--- src/rtl/mem_port_arbiter.sv ---
// Two-port memory arbiter: instruction fetch and data ports share one memory through an IDLE/ISSUE/WAIT/DONE sequence.
// Optional macro MEM_ARB_ROUND_ROBIN_EN alternates grants on conflict; otherwise data always wins.
module mem_port_arbiter #(
    parameter int LATENCY = 2
) (
    input  logic        clk,
    input  logic        reset,
    input  logic        if_req,
    input  logic [63:0] if_addr,
    output logic        if_gnt,
    output logic        if_valid,
    output logic [63:0] if_rdata,
    input  logic        dm_req,
    input  logic        dm_we,
    input  logic        dm_xferByte,
    input  logic [63:0] dm_addr,
    input  logic [63:0] dm_wdata,
    output logic        dm_gnt,
    output logic        dm_valid,
    output logic [63:0] dm_rdata,
    output logic        mem_re,
    output logic        mem_we,
    output logic        mem_xferByte,
    output logic [63:0] mem_addr,
    output logic [63:0] mem_wdata,
    input  logic [63:0] mem_rdata,
    output logic        busy
);

    typedef enum logic [1:0] {
        IDLE  = 2'd0,
        ISSUE = 2'd1,
        WAIT  = 2'd2,
        DONE  = 2'd3
    } state_t;

    localparam logic [3:0] WAIT_INIT = 4'(LATENCY - 1);
    localparam logic       WIN_IF    = 1'b0;
    localparam logic       WIN_DM    = 1'b1;

    state_t      state_q, state_d;
    logic [3:0]  cnt_q, cnt_d;
    logic        last_winner_q, last_winner_d;
    logic [63:0] cmd_addr_q, cmd_addr_d;
    logic [63:0] cmd_wdata_q, cmd_wdata_d;
    logic        cmd_we_q, cmd_we_d;
    logic        cmd_byte_q, cmd_byte_d;
    logic [63:0] if_rdata_q, if_rdata_d;
    logic [63:0] dm_rdata_q, dm_rdata_d;

    logic arb_open;
    logic pick_dm;

    // Grants are only offered while out of reset and between transactions.
    always_comb begin
        arb_open = reset && ((state_q == IDLE) || (state_q == DONE));
`ifdef MEM_ARB_ROUND_ROBIN_EN
        pick_dm  = dm_req && (!if_req || (last_winner_q == WIN_IF));
`else
        pick_dm  = dm_req;
`endif
        if_gnt   = arb_open && if_req && !pick_dm;
        dm_gnt   = arb_open && pick_dm;
    end

    always_comb begin
        state_d       = state_q;
        cnt_d         = cnt_q;
        last_winner_d = last_winner_q;
        cmd_addr_d    = cmd_addr_q;
        cmd_wdata_d   = cmd_wdata_q;
        cmd_we_d      = cmd_we_q;
        cmd_byte_d    = cmd_byte_q;
        if_rdata_d    = if_rdata_q;
        dm_rdata_d    = dm_rdata_q;

        case (state_q)
            IDLE, DONE: begin
                if (dm_gnt) begin
                    state_d       = ISSUE;
                    last_winner_d = WIN_DM;
                    cmd_addr_d    = dm_addr;
                    cmd_wdata_d   = dm_wdata;
                    cmd_we_d      = dm_we;
                    cmd_byte_d    = dm_xferByte;
                end else if (if_gnt) begin
                    state_d       = ISSUE;
                    last_winner_d = WIN_IF;
                    cmd_addr_d    = if_addr;
                    cmd_wdata_d   = 64'd0;
                    cmd_we_d      = 1'b0;
                    cmd_byte_d    = 1'b0;
                end else begin
                    state_d = IDLE;
                end
            end
            ISSUE: begin
                state_d = WAIT;
                cnt_d   = WAIT_INIT;
            end
            WAIT: begin
                // The last WAIT cycle is the one where memory data is valid.
                if (cnt_q == 4'd0) begin
                    state_d = DONE;
                    if (last_winner_q == WIN_IF) begin
                        if_rdata_d = mem_rdata;
                    end else if (!cmd_we_q) begin
                        dm_rdata_d = mem_rdata;
                    end
                end else begin
                    cnt_d = cnt_q - 4'd1;
                end
            end
            default: state_d = IDLE;
        endcase
    end

    always_ff @(posedge clk) begin
        if (!reset) begin
            state_q       <= IDLE;
            cnt_q         <= 4'd0;
            last_winner_q <= WIN_IF;
            cmd_addr_q    <= 64'd0;
            cmd_wdata_q   <= 64'd0;
            cmd_we_q      <= 1'b0;
            cmd_byte_q    <= 1'b0;
            if_rdata_q    <= 64'd0;
            dm_rdata_q    <= 64'd0;
        end else begin
            state_q       <= state_d;
            cnt_q         <= cnt_d;
            last_winner_q <= last_winner_d;
            cmd_addr_q    <= cmd_addr_d;
            cmd_wdata_q   <= cmd_wdata_d;
            cmd_we_q      <= cmd_we_d;
            cmd_byte_q    <= cmd_byte_d;
            if_rdata_q    <= if_rdata_d;
            dm_rdata_q    <= dm_rdata_d;
        end
    end

    assign mem_re       = (state_q == ISSUE) && !cmd_we_q;
    assign mem_we       = (state_q == ISSUE) && cmd_we_q;
    assign mem_xferByte = cmd_byte_q;
    assign mem_addr     = cmd_addr_q;
    assign mem_wdata    = cmd_wdata_q;
    assign if_valid     = (state_q == DONE) && (last_winner_q == WIN_IF);
    assign dm_valid     = (state_q == DONE) && (last_winner_q == WIN_DM);
    assign if_rdata     = if_rdata_q;
    assign dm_rdata     = dm_rdata_q;
    assign busy         = (state_q != IDLE);

endmodule
--- config.mk ---
export PLATFORM = sky130hd
export DESIGN_NAME = mem_port_arbiter
export DESIGN_NICKNAME = d
export VERILOG_FILES = /design/src/rtl/mem_port_arbiter.sv
export SDC_FILE = /design/constraint.sdc
export NUM_CORES = 1
export LEC_CHECK = 0
export ABC_CLOCK_PERIOD_IN_PS = 2300
export CAP_MARGIN = 20
export CORE_AREA = 3 3 205 207
export CTS_CLUSTER_SIZE = 14
export DETAILED_ROUTE_END_ITERATION = 7
export DIE_AREA = 0 0 208 210
export MAX_ROUTING_LAYER = met4
export PLACE_DENSITY = 0.68
export REMOVE_ABC_BUFFERS = 1
export SLEW_MARGIN = 30
export SYNTH_ARGS = -nofsm -noshare
export SYNTH_HDL_FRONTEND = slang
export SYNTH_SLANG_ARGS = --single-unit
--- constraint.sdc ---
create_clock -name clk -period 2.3 [get_ports clk]
set_input_delay 0.46 -clock clk [delete_from_list [all_inputs] [get_ports clk]]
set_output_delay 0.46 -clock clk [all_outputs]
set_load 0.01 [all_outputs]
==> flow_summary_export.csv <==
group,metric,value,unit
status,run_status,"finished, final reports clean",
die,die_w,208,um
worst_hold_path,path_category_of_the_worst_min_delay_check,"primary input to flop",
power,total_power_consumption,12900,uW
sta,slew_viol_final,0,
die,io_pins,526,
global_routing,number_of_global_route_vias_before_repair,10300,
critical_path,timing.critical_path.arrival,1.75,ns
global_routing,grt_usage,0.169,
critical_path,critical_path_required,1.84,ns
clock_network,clockBufferDepth,3,
cells_and_area,final_nets,1937,
sta,final.min_clock_period,2.21,ns
logic_synthesis,synth.lib_cells_used.distinct,34,
logic_synthesis,synth.top_cells.by_area,"dfxtp_1 (48%), mux2i_1 (12%), nand2_1 (9.0%)",
route,ant_nets,0,
power,internal_power_component,9410,uW
clock_network,clockRootBuffer,"clkbuf_16",
sta,finalSetupViolations,0,
route,routed_wire_length_per_instance,17.3,um
placed_design,detailed_place_hpwl,27400,um
clock_network,cts_tree,"built",
cells_and_area,fin_area,17500,um2
logic_synthesis,mappedNetlistArea,10900,um2
sta,clock_skew,0.0226,ns
logic_synthesis,yosysWarnings,0,
clock_network,cts_sinks,265,
placed_design,placement.io_buffers,525,
power,proportion_of_total_power_due_to_net_switching,0.271,
logic_synthesis,netlist.area_leader.share,0.485,
route,vias_per_cell,4.65,
placed_design,place_ws,0.120,ns
power,comb_power_share,0.224,
die,floorplan.die_area,43700,um2
critical_path,timing.critical_path.from_type,"flop",
route,number_of_remaining_drc_errors,0,
sta,clock.fmax,452,MHz
sta,postLayoutSetupSlackWorst,0.0873,ns
die,chipHeight,210,um
power,cellLeakagePower,0.00675,uW
logic_synthesis,synth_top_flop_cell,"dfxtp_1",
die,start_util,0.270,
global_routing,antenna_found_initial,1,
sta,final_sum_of_negative_setup_slack,0,ns
clock_network,cts_hold_buffers,0,
route,drt_iter0_markers,604,
power,p_switching,3490,uW
route,via_count,10300,
critical_path,worst_setup_path_end_kind,"output pin",
clock_network,cts_htree_levels,1,
logic_synthesis,synth_cells,1196,
cells_and_area,nFillCells,3977,
clock_network,clk_pin_slew_worst_paths,0.06,ns
sta,period_share,0.962,
power,seq_power_share,0.402,
sta,relSlewSlack,0.473,
clock_network,worst_skew_pair.late_latency,0.57,ns
clock_network,cts-buffers-inserted,30,
global_routing,grt_start_max_net_pins,131,
die,core_area,40600,um2
logic_synthesis,post_synth_edffs,0,
die,std_cell_rows,74,
logic_synthesis,yosys_register_bits,265,
power,power-per-cell-area,737,nW/um2
power,ir_worst_vdd,467,uV
logic_synthesis,sequential_element_share_of_the_synthesized_area,0.485,
placed_design,dpl-instance-area,16500,um2
route,totalWireLength,38500,um
route,dr.pass1.iters,5,
critical_path,timing.setup.critical_path_class,"flop to output pin",
cells_and_area,area_delta_synth_final,59.9,%
logic_synthesis,proportion_of_register_bits_with_asynchronous_set_or_reset_after_synthesis,0,
critical_path,worst-path-max-fanout,5,
cells_and_area,final_layout_size_suffix_gt1_frac,0.0916,
sta,tightestPinTransition,0.791,ns
global_routing,grt-ovfl-total,0,
run,maxCapViolCount,0,
placed_design,final_wtd_congestion,0.885,
global_routing,grt_first_pass_wirelength,58400,um
logic_synthesis,yosysTopAreaCell,"dfxtp_1",
power,power.clock.fraction,0.374,
sta,rsz0062_at_grt,"false",
sta,report.final.hold_viol_count,0,
logic_synthesis,synthesized_area_divided_by_synthesized_cell_count,9.15,um2
## power groups by stage
| stage | Sequential [uW] | Combinational (uW) | Clock, uW |
|---|---|---|---|
| after global placement | 5270 | 2860 | 0 |
| after CTS | 5190 | 2910 | 4980 |
| final | 5190 | 2890 | 4820 |
| after global routing | 5230 | 3100 | 5140 |
| after floorplan | 5420 | 1020 | 0 |
| after detailed placement | 5280 | 2900 | 0 |
## cell type report
cell class | count | area, um2 | share of cell area
antenna | 1 | 2.50 | 0.000143
clock buffer | 42 | 847 | 0.0484
clock inverter | 12 | 143 | 0.00815
inverter | 7 | 26.3 | 0.00150
multi-input combinational | 815 | 4940 | 0.282
sequential | 265 | 5310 | 0.303
tap | 532 | 666 | 0.0380
timing repair buffer | 551 | 5570 | 0.318
## critical path, cell delays in order, from the launching register on
cell and delay, ns:
dfxtp_1 0.46, and2_1 0.17, clkdlybuf4s50_1 0.57
## cells in the mapped netlist, types with 2 or more instances
cell        n
clkbuf_1   57
dfxtp_1   265
nand4b_1    2
nor2_1     66
o21ai_0    68
buf_12      6
clkbuf_8   15
nand3_1     2
buf_2      21
mux2i_1   129
buf_1       3
nand2b_1    4
ha_1        5
buf_4       6
nand2_1   262
nor2b_1    65
and2_1      2
o221a_2    65
inv_1       6
a21oi_1   133
## stage by stage
stage / util / hold slack [ns] / instances
after floorplan: - / 0.458 / 1087
after detailed placement: 0.407 / 0.446 / 2170
after global placement: 0.407 / 0.441 / 2170
after CTS: 0.431 / 0.351 / 2224
final: 0.432 / 0.402 / 2225
after global routing: 0.432 / 0.421 / 2225
## routing by layer
metal	vias to the layer above	part of all wire	track usage
li1	5020	-	-
met1	4882	0.42	0.198
met2	383	0.48	0.286
met3	51	0.078	0.0531
met4	0	0.023	0.0388
met5	-	0	-
## state kept, by name, summed over array words and instances, names as in the netlist
register / flops
mem_addr: 64
mem_xferByte: 1
mem_wdata: 64
state_q: 2
dm_rdata: 64
cmd_we_q: 1
cnt_q: 4
if_rdata: 64
last_winner_q: 1
## logic make-up after synthesis
kind of cell	share of synthesized area
buf+inv	0.0676
simple gates	0.162
compound gates	0.162
flops	0.485
fa+ha+maj	0.00572
mux	0.118
## repair_timing
item,4_1_cts,5_1_grt
gates resized for setup,13,5
buffers inserted,0,0
pin swaps,0,0
endpoints found under the setup margin,7,38
endpoints found under the hold margin,0,0
## final timing paths
check,end,start,slack [ns],cells after the start
worst min-delay path,last_winner_q,if_req,0.40,4
worst max-delay path,dm_valid,last_winner_q,0.09,2
worst min register to register,if_rdata[53],if_rdata[53],0.45,2
worst max register to register,mem_addr[7],state_q[0],0.21,7
## placed cells by master, fill, tap and decap left out, types with 2 or more instances in the layout
master           instances
dlygate4sd2_1            4
inv_1                    6
bufinv_16                3
nand3_1                  2
buf_12                  11
clkbuf_8                 3
and2_1                   2
mux2i_1                129
clkinvlp_4               3
nor2b_1                 65
o221a_2                 65
nand2_1                262
o21ai_0                 68
ha_1                     4
clkbuf_1                 8
clkinv_2                 6
clkdlybuf4s50_1        516
nand2b_1                 3
a21oi_1                133
dfxtp_1                263
nor2_1                  64
dfxtp_2                  2
clkbuf_16               31
buf_2                    3
buf_4                   16
nand4b_1                 2
nor2_4                   2
Note: power is estimated with default switching activity, not from simulation.
